**src/rtl/led_tick_gen.sv**
```systemverilog
// LED tick generator: divides the system clock down to a TICK_HZ square wave,
// derives one-cycle tick strobes at TICK_HZ and TICK_HZ/10, and stretches
// short TX/RX activity strobes into LED-visible pulses measured in ticks.
module led_tick_gen #(
    parameter int unsigned CLK_FREQ_HZ   = 40000000,
    parameter int unsigned TICK_HZ       = 10,
    parameter int unsigned STRETCH_TICKS = 2
) (
    input  logic CLK,
    input  logic RST,
    input  logic ENABLE,
    input  logic TX_ACT_IN,
    input  logic RX_ACT_IN,
    output logic CLK_10HZ,
    output logic TICK_10HZ,
    output logic TICK_1HZ,
    output logic TX_ACT_LED,
    output logic RX_ACT_LED
);

    localparam int unsigned HALF      = CLK_FREQ_HZ / (2 * TICK_HZ);
    localparam int unsigned DIV_W     = (HALF > 1) ? $clog2(HALF) : 1;
    localparam int unsigned STR_W     = 4;
    localparam int unsigned MOD_W     = 4;
    localparam logic [DIV_W-1:0] DIV_LAST     = DIV_W'(HALF - 1);
    localparam logic [STR_W-1:0] STRETCH_LOAD = STR_W'(STRETCH_TICKS);
    localparam logic [MOD_W-1:0] MOD_LAST     = MOD_W'(9);

    // Elaboration-time guard on parameter legality
    if (HALF < 2 || (HALF * 2 * TICK_HZ) != CLK_FREQ_HZ ||
        STRETCH_TICKS < 1 || STRETCH_TICKS > 15) begin : g_param_check
        $error("led_tick_gen: illegal CLK_FREQ_HZ/TICK_HZ/STRETCH_TICKS combination");
    end

    logic [DIV_W-1:0] div_q,    div_d;
    logic             clk10_q,  clk10_d;
    logic             tick10_q, tick10_d;
    logic             tick1_q,  tick1_d;
    logic [MOD_W-1:0] mod10_q,  mod10_d;
    logic [STR_W-1:0] tx_cnt_q, tx_cnt_d;
    logic [STR_W-1:0] rx_cnt_q, rx_cnt_d;
    logic             tx_led_q, tx_led_d;
    logic             rx_led_q, rx_led_d;

    // Activity strobe reloads; otherwise a registered tick decrements toward zero
    function automatic logic [STR_W-1:0] stretch_next(input logic act,
                                                      input logic tick,
                                                      input logic [STR_W-1:0] cnt);
        logic [STR_W-1:0] nxt;
        nxt = cnt;
        if (act) begin
            nxt = STRETCH_LOAD;
        end else if (tick && cnt != '0) begin
            nxt = cnt - STR_W'(1);
        end
        return nxt;
    endfunction

    // Divider, square wave, tick strobes and stretch next-state
    always_comb begin
        div_d    = div_q;
        clk10_d  = clk10_q;
        tick10_d = 1'b0;
        tick1_d  = 1'b0;
        mod10_d  = mod10_q;

        if (ENABLE) begin
            if (div_q == DIV_LAST) begin
                div_d   = '0;
                clk10_d = ~clk10_q;
                // Strobe only on the rising half of the square wave
                if (!clk10_q) begin
                    tick10_d = 1'b1;
                    if (mod10_q == MOD_LAST) begin
                        mod10_d = '0;
                        tick1_d = 1'b1;
                    end else begin
                        mod10_d = mod10_q + MOD_W'(1);
                    end
                end
            end else begin
                div_d = div_q + DIV_W'(1);
            end
        end

        tx_cnt_d = stretch_next(TX_ACT_IN, tick10_q, tx_cnt_q);
        rx_cnt_d = stretch_next(RX_ACT_IN, tick10_q, rx_cnt_q);
        tx_led_d = (tx_cnt_d != '0);
        rx_led_d = (rx_cnt_d != '0);
    end

    // State and output registers with synchronous reset
    always_ff @(posedge CLK) begin
        if (RST) begin
            div_q    <= '0;
            clk10_q  <= 1'b0;
            tick10_q <= 1'b0;
            tick1_q  <= 1'b0;
            mod10_q  <= '0;
            tx_cnt_q <= '0;
            rx_cnt_q <= '0;
            tx_led_q <= 1'b0;
            rx_led_q <= 1'b0;
        end else begin
            div_q    <= div_d;
            clk10_q  <= clk10_d;
            tick10_q <= tick10_d;
            tick1_q  <= tick1_d;
            mod10_q  <= mod10_d;
            tx_cnt_q <= tx_cnt_d;
            rx_cnt_q <= rx_cnt_d;
            tx_led_q <= tx_led_d;
            rx_led_q <= rx_led_d;
        end
    end

    assign CLK_10HZ   = clk10_q;
    assign TICK_10HZ  = tick10_q;
    assign TICK_1HZ   = tick1_q;
    assign TX_ACT_LED = tx_led_q;
    assign RX_ACT_LED = rx_led_q;

endmodule

```
**config.mk**
```make
export PLATFORM = sky130hd
export DESIGN_NAME = led_tick_gen
export DESIGN_NICKNAME = d
export VERILOG_FILES = /design/src/rtl/led_tick_gen.sv
export SDC_FILE = /design/constraint.sdc
export NUM_CORES = 1
export LEC_CHECK = 0
export CORE_MARGIN = 2
export CORE_UTILIZATION = 60
export CTS_BUF_LIST = sky130_fd_sc_hd__clkbuf_4 sky130_fd_sc_hd__clkbuf_8
export DETAILED_ROUTE_END_ITERATION = 12
export MAX_ROUTING_LAYER = met4
export PLACE_DENSITY = 0.9
export SETUP_SLACK_MARGIN = 0.2
export SLEW_MARGIN = 20
export SYNTH_ARGS = -nofsm -noshare
export SYNTH_HDL_FRONTEND = slang
export SYNTH_SLANG_ARGS = --single-unit
```
**constraint.sdc**
```tcl
create_clock -name CLK -period 4.6 [get_ports CLK]
set_input_delay 0.69 -clock CLK [delete_from_list [all_inputs] [get_ports CLK]]
set_output_delay 0.69 -clock CLK [all_outputs]
set_load 0.02 [all_outputs]
```
==> results of run 1 <==
routing by layer:
layer	up-vias	global-route usage [%]
met5	-	-
met3	10	5.41
met4	0	11.7
met2	30	36.6
met1	714	25.6
li1	811	-
cell usage in the layout, fill, tap and decap left out, drive strengths merged, types with 3 or more instances in the layout:
| cell | n |
|---|---|
| or4 | 3 |
| nor3 | 10 |
| xnor2 | 9 |
| inv | 11 |
| nand3 | 11 |
| clkdlybuf4s50 | 9 |
| nand4 | 4 |
| and4 | 3 |
| a21oi | 14 |
| nor4 | 4 |
| ha | 3 |
| or3b | 4 |
| nor2b | 4 |
| o31ai | 3 |
| nand2 | 11 |
| nor4b | 3 |
| nor2 | 22 |
| or3 | 8 |
| o21ai | 12 |
| dfxtp | 38 |
| clkbuf | 5 |
| and4b | 3 |
| xor2 | 5 |
| o211ai | 4 |
worst max-delay path, delay by kind of cell:
kind	cells	cell delay (ps)
AOI/OAI and AO/OA	1	150
and+or+nand+nor	3	1290
buffers and inverters	1	590
final timing paths:
path,from,endpoint,slack [ps],depth (start not counted)
worst max-delay path,ENABLE,div_q[20],2150,5
worst min-delay path,mod10_q[1],TICK_1HZ,490,1
worst max register to register,div_q[0],div_q[20],2510,5
worst min register to register,mod10_q[1],TICK_1HZ,490,1
final cells by class:
class	instances	share of cell area [%]
Tap cell	33	2.01
Clock buffer	5	1.83
Inverter	11	2.01
Multi-Input combinational cell	163	50.7
Sequential cell	38	37.1
Timing Repair Buffer	9	4.39
Clock inverter	3	1.95
metrics by stage:
stage	area (um^2)	hold WS (ps)	utilization (%)	power (mW)	setup WS, ps
after floorplan	1870	437	-	0.362	2560
after global placement	1970	455	65.8	0.372	1840
after detailed placement	1970	467	65.8	0.374	1790
after CTS	2050	487	68.3	0.595	2160
after global routing	2050	506	68.3	0.611	2080
final	2050	490	68.3	0.589	2150
power by group through the flow:
| stage | registers (mW) | logic, mW | clock network (mW) |
|---|---|---|---|
| 3_5_place_dp | 0.344 | 0.0298 | 0 |
| 4_1_cts | 0.336 | 0.0299 | 0.229 |
| 5_1_grt | 0.337 | 0.0331 | 0.241 |
| 6_report | 0.336 | 0.0294 | 0.223 |
| 3_3_place_gp | 0.344 | 0.0289 | 0 |
| 2_1_floorplan | 0.345 | 0.0175 | 0 |
sequential cells by signal, indices dropped and copies added, names as in the netlist:
register and count:
mod10_q 4, tx_cnt_q 4, rx_cnt_q 4, TICK_10HZ 1, TICK_1HZ 1, CLK_10HZ 1
div_q 21, RX_ACT_LED 1, TX_ACT_LED 1
cells by family (layout without fill, tap and decap cells):
family	count (synthesis)	count (layout)	synth area share, %
buffers and inverters	17	28	3.48
AND/OR/NAND/NOR	103	103	32.4
adder cells (fa/ha/maj)	3	3	2.01
flip-flops	38	38	40.8
AO/OA/AOI/OAI	40	40	13.1
multiplexers	3	3	1.74
XOR/XNOR	14	14	6.57
==> impl_metrics.env, run 1 <==
export IMPL_regArea_um2=761
export IMPL_dr_first_iter_drc_count=52
export IMPL_ys_types=46
export IMPL_antenna_cells=0
export IMPL_die_area_um2=3570
export IMPL_synthesis_nets=226
export IMPL_die_width_um=59.8
export IMPL_setup_viol=0
export IMPL_cellLeakagePower_nw=0.675
export IMPL_switchingPower_mw=0.129
export IMPL_ios=10
export IMPL_p_sw_share_pct=22.0
export IMPL_fin_crit_sh_pct=53.2
export IMPL_path_class="in2reg"
export IMPL_h_tree_depth=2
export IMPL_gp_congestion=0.800
export IMPL_crit_chain="clkdlybuf4s50_1, nand3_2, or4_1, or4_1, a21oi_1"
export IMPL_fin_skew_ps=15.2
export IMPL_arrival_ps=2730
export IMPL_max_slew_margin_pct=49.5
export IMPL_tightest_slew_ps=757
export IMPL_grt_pass1_wl_mm=5.89
export IMPL_postCtsSetupBuffers=0
export IMPL_hpwl_mm=2.52
export IMPL_netlist_top_cells_count="dfxtp_1 (38), nor2_1 (22), a21oi_1 (14)"
export IMPL_synth_top_area_share_pct=40.8
export IMPL_fillers=256
export IMPL_yosysMostFrequentCell="dfxtp_1"
export IMPL_grt_pass1_vias=1460
export IMPL_power_frac_seq_pct=57.1
export IMPL_clkPwrFrac_pct=37.9
export IMPL_cap_violations=0
export IMPL_m1WireLength_mm=1.62
export IMPL_cp_max_fo=9
export IMPL_clock_sinks=38
export IMPL_ys_warn_count=0
export IMPL_ys_async_sr_fraction_pct=0
export IMPL_hold_viol=0
export IMPL_first_pass_iters=4
export IMPL_fin_cells=262
export IMPL_cts_made_buffers=5
export IMPL_place_inst=254
export IMPL_num_vias=1565
export IMPL_ant_nets=0
export IMPL_ctsRootBufferMaster="clkbuf_4"
export IMPL_drv_slew=0
export IMPL_cts_tree="yes"
export IMPL_start_kind="input pin"
export IMPL_fmax_ghz=0.409
export IMPL_drive_above_1_share_pct=10.5
export IMPL_rows=20
export IMPL_synth_edf_count=0
export IMPL_internal_power_mw=0.459
export IMPL_ys_seq_area_share_pct=40.8
export IMPL_cts_max_path_buffers=2
export IMPL_area_growth_pct=9.92
export IMPL_grt_total_usage_pct=22.6
export IMPL_clk_latency_ps=360
export IMPL_antenna_found_initial=0
export IMPL_finalSetupTns_ps=0
export IMPL_wire_per_inst_um=13.3
export IMPL_ir_worst_vdd_uv=197
export IMPL_routed_top_layer="met4"
export IMPL_multi_input_area_um2=1040
export IMPL_dr_wl_met3_um=125
export IMPL_hp_class="reg2reg"
export IMPL_cts_hold_buf=0
export IMPL_routed_wirelength_mm=3.50
export IMPL_core_area_um2=3000
export IMPL_nets=236
export IMPL_yosys_top_cells_area="dfxtp_1 (41%), nor2_1 (4.4%), xnor2_1 (4.2%)"
export IMPL_worstSetupEndpointType="flop"
export IMPL_yosys_area_top_type="dfxtp_1"
export IMPL_syn_avg_cell_area_um2=8.56
export IMPL_vias_per_cell=5.97
export IMPL_synth_flop_cell="dfxtp_1"
export IMPL_finalCriticalPeriod_ps=2450
export IMPL_synthCells=218
export IMPL_met2_length_mm=1.67
export IMPL_syn_area_um2=1870
export IMPL_ys_ff_latch=38
export IMPL_gr_total_overflow=0
export IMPL_max_stage_delay_ps=660
export IMPL_slowest_stage="or4_1"
export IMPL_drc=0
export IMPL_clkTransAtPathRegs_ps=120
export IMPL_start_util_pct=62.2
export IMPL_critPathRequiredTime_ps=4880
export IMPL_share_comb_of_total_power_pct=5.0
export IMPL_crit_top_cell="or4_1"
export IMPL_numPortBuffers=9
export IMPL_status="completed"
export IMPL_fp_dieH_um=59.8
export IMPL_grt_max_degree=22
export IMPL_p_per_area_nw_per_um2=287
export IMPL_rsz0062_at_grt="no"
export IMPL_postCtsResizedCells=0
Power figures use the tool's default switching activity.
==> run 2: changes to the inputs <==
==> constraint.sdc (replaced) <==
create_clock -name CLK -period 2.4 [get_ports CLK]
set_input_delay 0.36 -clock CLK [delete_from_list [all_inputs] [get_ports CLK]]
set_output_delay 0.36 -clock CLK [all_outputs]
set_load 0.02 [all_outputs]
==> run 2 against run 1 <==
Net effect: sequential cell count did not move; design area rose by 0.79%; via count rose by 1.3%; global-route usage fell by 1.0 points; largest power group unchanged; highest routed layer unchanged; utilization rose by 0.54 points; wire length fell by 2.2%; clock skew fell by 4.1 ps.
==> impl_metrics.env, run 2 (same netlist as run 1, synthesis figures left out) <==
export IMPL_hold_viol=0
export IMPL_cts_made_buffers=5
export IMPL_cts_tree="yes"
export IMPL_worst_r2r_cell_count=5
export IMPL_largest_register_ffs=21
export IMPL_hold_end="TICK_1HZ"
export IMPL_numPortBuffers=9
export IMPL_hold_path_startpoint="mod10_q[1]"
export IMPL_antenna_cells=0
export IMPL_h_tree_depth=2
export IMPL_postCtsSetupBuffers=0
export IMPL_hpwl_mm=2.49
export IMPL_grt_total_usage_pct=21.5
export IMPL_status="completed"
export IMPL_critPathRequiredTime_ps=2690
export IMPL_hp_class="reg2reg"
export IMPL_area_growth_pct=10.8
export IMPL_drive_above_1_share_pct=12.0
export IMPL_gp_congestion=0.843
export IMPL_wire_per_inst_um=12.8
export IMPL_cap_violations=0
export IMPL_fillers=252
export IMPL_routed_wirelength_mm=3.42
export IMPL_cellLeakagePower_nw=0.687
export IMPL_die_width_um=59.8
export IMPL_switchingPower_mw=0.241
export IMPL_grt_pass1_vias=1276
export IMPL_ant_nets=0
export IMPL_first_pass_iters=4
export IMPL_clk_latency_ps=350
export IMPL_rows=20
export IMPL_grt_pass1_wl_mm=5.57
export IMPL_start_kind="flop"
export IMPL_top_register="div_q"
export IMPL_internal_power_mw=0.821
export IMPL_setup_viol=0
export IMPL_drv_slew=0
export IMPL_ir_worst_vdd_uv=394
export IMPL_clkPwrFrac_pct=33.6
export IMPL_tightest_slew_ps=461
export IMPL_final_util_pct=68.9
export IMPL_power_frac_seq_pct=60.7
export IMPL_nets=240
export IMPL_finalCriticalPeriod_ps=2070
export IMPL_rrSetupSlack_ps=330
export IMPL_clock_sinks=38
export IMPL_fmax_ghz=0.484
export IMPL_ctsRootBufferMaster="clkbuf_4"
export IMPL_regArea_um2=761
export IMPL_multi_input_area_um2=1040
export IMPL_max_slew_margin_pct=69.2
export IMPL_fp_dieH_um=59.8
export IMPL_antenna_found_initial=0
export IMPL_gr_total_overflow=0
export IMPL_arrival_ps=2360
export IMPL_met2_length_mm=1.61
export IMPL_drc=0
export IMPL_cp_max_fo=9
export IMPL_m1WireLength_mm=1.62
export IMPL_finalSetupTns_ps=0
export IMPL_most_common_layout_cells="dfxtp_1 (38), nor2_1 (22), a21oi_1 (14)"
export IMPL_routed_top_layer="met4"
export IMPL_vias_per_cell=5.96
export IMPL_die_area_um2=3570
export IMPL_reg2reg_from="div_q[0]"
export IMPL_share_comb_of_total_power_pct=5.7
export IMPL_r2r_end="div_q[20]"
export IMPL_worstSetupEndpointType="flop"
export IMPL_postCtsResizedCells=0
export IMPL_fin_crit_sh_pct=86.1
export IMPL_ios=10
export IMPL_p_per_area_nw_per_um2=514
export IMPL_cts_max_path_buffers=2
export IMPL_final_common_cell="dfxtp_1"
export IMPL_fin_skew_ps=11.0
export IMPL_p_sw_share_pct=22.7
export IMPL_dr_first_iter_drc_count=58
export IMPL_grt_max_degree=20
export IMPL_clkTransAtPathRegs_ps=110
export IMPL_rsz0062_at_grt="no"
export IMPL_core_area_um2=3000
export IMPL_num_vias=1585
export IMPL_dr_wl_met3_um=126
export IMPL_min_path_cells=1
export IMPL_start_util_pct=62.2
export IMPL_path_class="reg2reg"
export IMPL_cts_hold_buf=0
-- run 2: per-layer routing --
layer | up-vias | track usage, %
met2 | 32 | 32.9
met1 | 730 | 26.8
met5 | - | -
met4 | 0 | 10.5
li1 | 816 | -
met3 | 7 | 4.76
-- run 2: per-stage QoR --
step           worst slack [ps]  cell area (um^2)  cells  hold WS, ps  total power [mW]
3_3_place_gp                112              2000    258          479             0.718
3_5_place_dp               72.2              2000    258          480             0.720
6_report                    334              2070    266          498              1.06
4_1_cts                     337              2070    266          496              1.07
5_1_grt                     209              2070    266          518              1.11
2_1_floorplan               479              1870    218          437             0.694
-- run 2: how the worst max path moves through the flow --
stage                            to      from  slack [ps]  depth (start not counted)
after detailed placement  div_q[20]    ENABLE          70                          5
after CTS                 div_q[20]  div_q[0]         340                          5
after floorplan           div_q[20]  div_q[0]         480                          6
after global placement    div_q[20]    ENABLE         110                          5
final                     div_q[20]  div_q[0]         330                          5
after global routing      div_q[20]  div_q[0]         210                          5
-- run 2: layout make-up --
cell class / count / share of cell area [%]
sequential: 38 / 36.8
multi-input combinational: 163 / 50.3
timing repair buffer: 13 / 5.81
tap: 33 / 2.00
clock inverter: 1 / 0.242
clock buffer: 7 / 2.84
inverter: 11 / 2.00
-- run 2: power groups by stage --
stage	Clock [mW]	Sequential (mW)	Combinational, mW
CTS	0.367	0.645	0.0614
global placement	0	0.659	0.0590
detailed placement	0	0.659	0.0612
floorplan	0	0.661	0.0336
global route	0.395	0.646	0.0683
finish	0.357	0.645	0.0607
-- run 2: critical path: stages, from the launching register on --
cell and delay, ps:
dfxtp_1 380, ha_1 210, nand3_2 100, or4_1 660, or4_1 510, a21oi_1 140
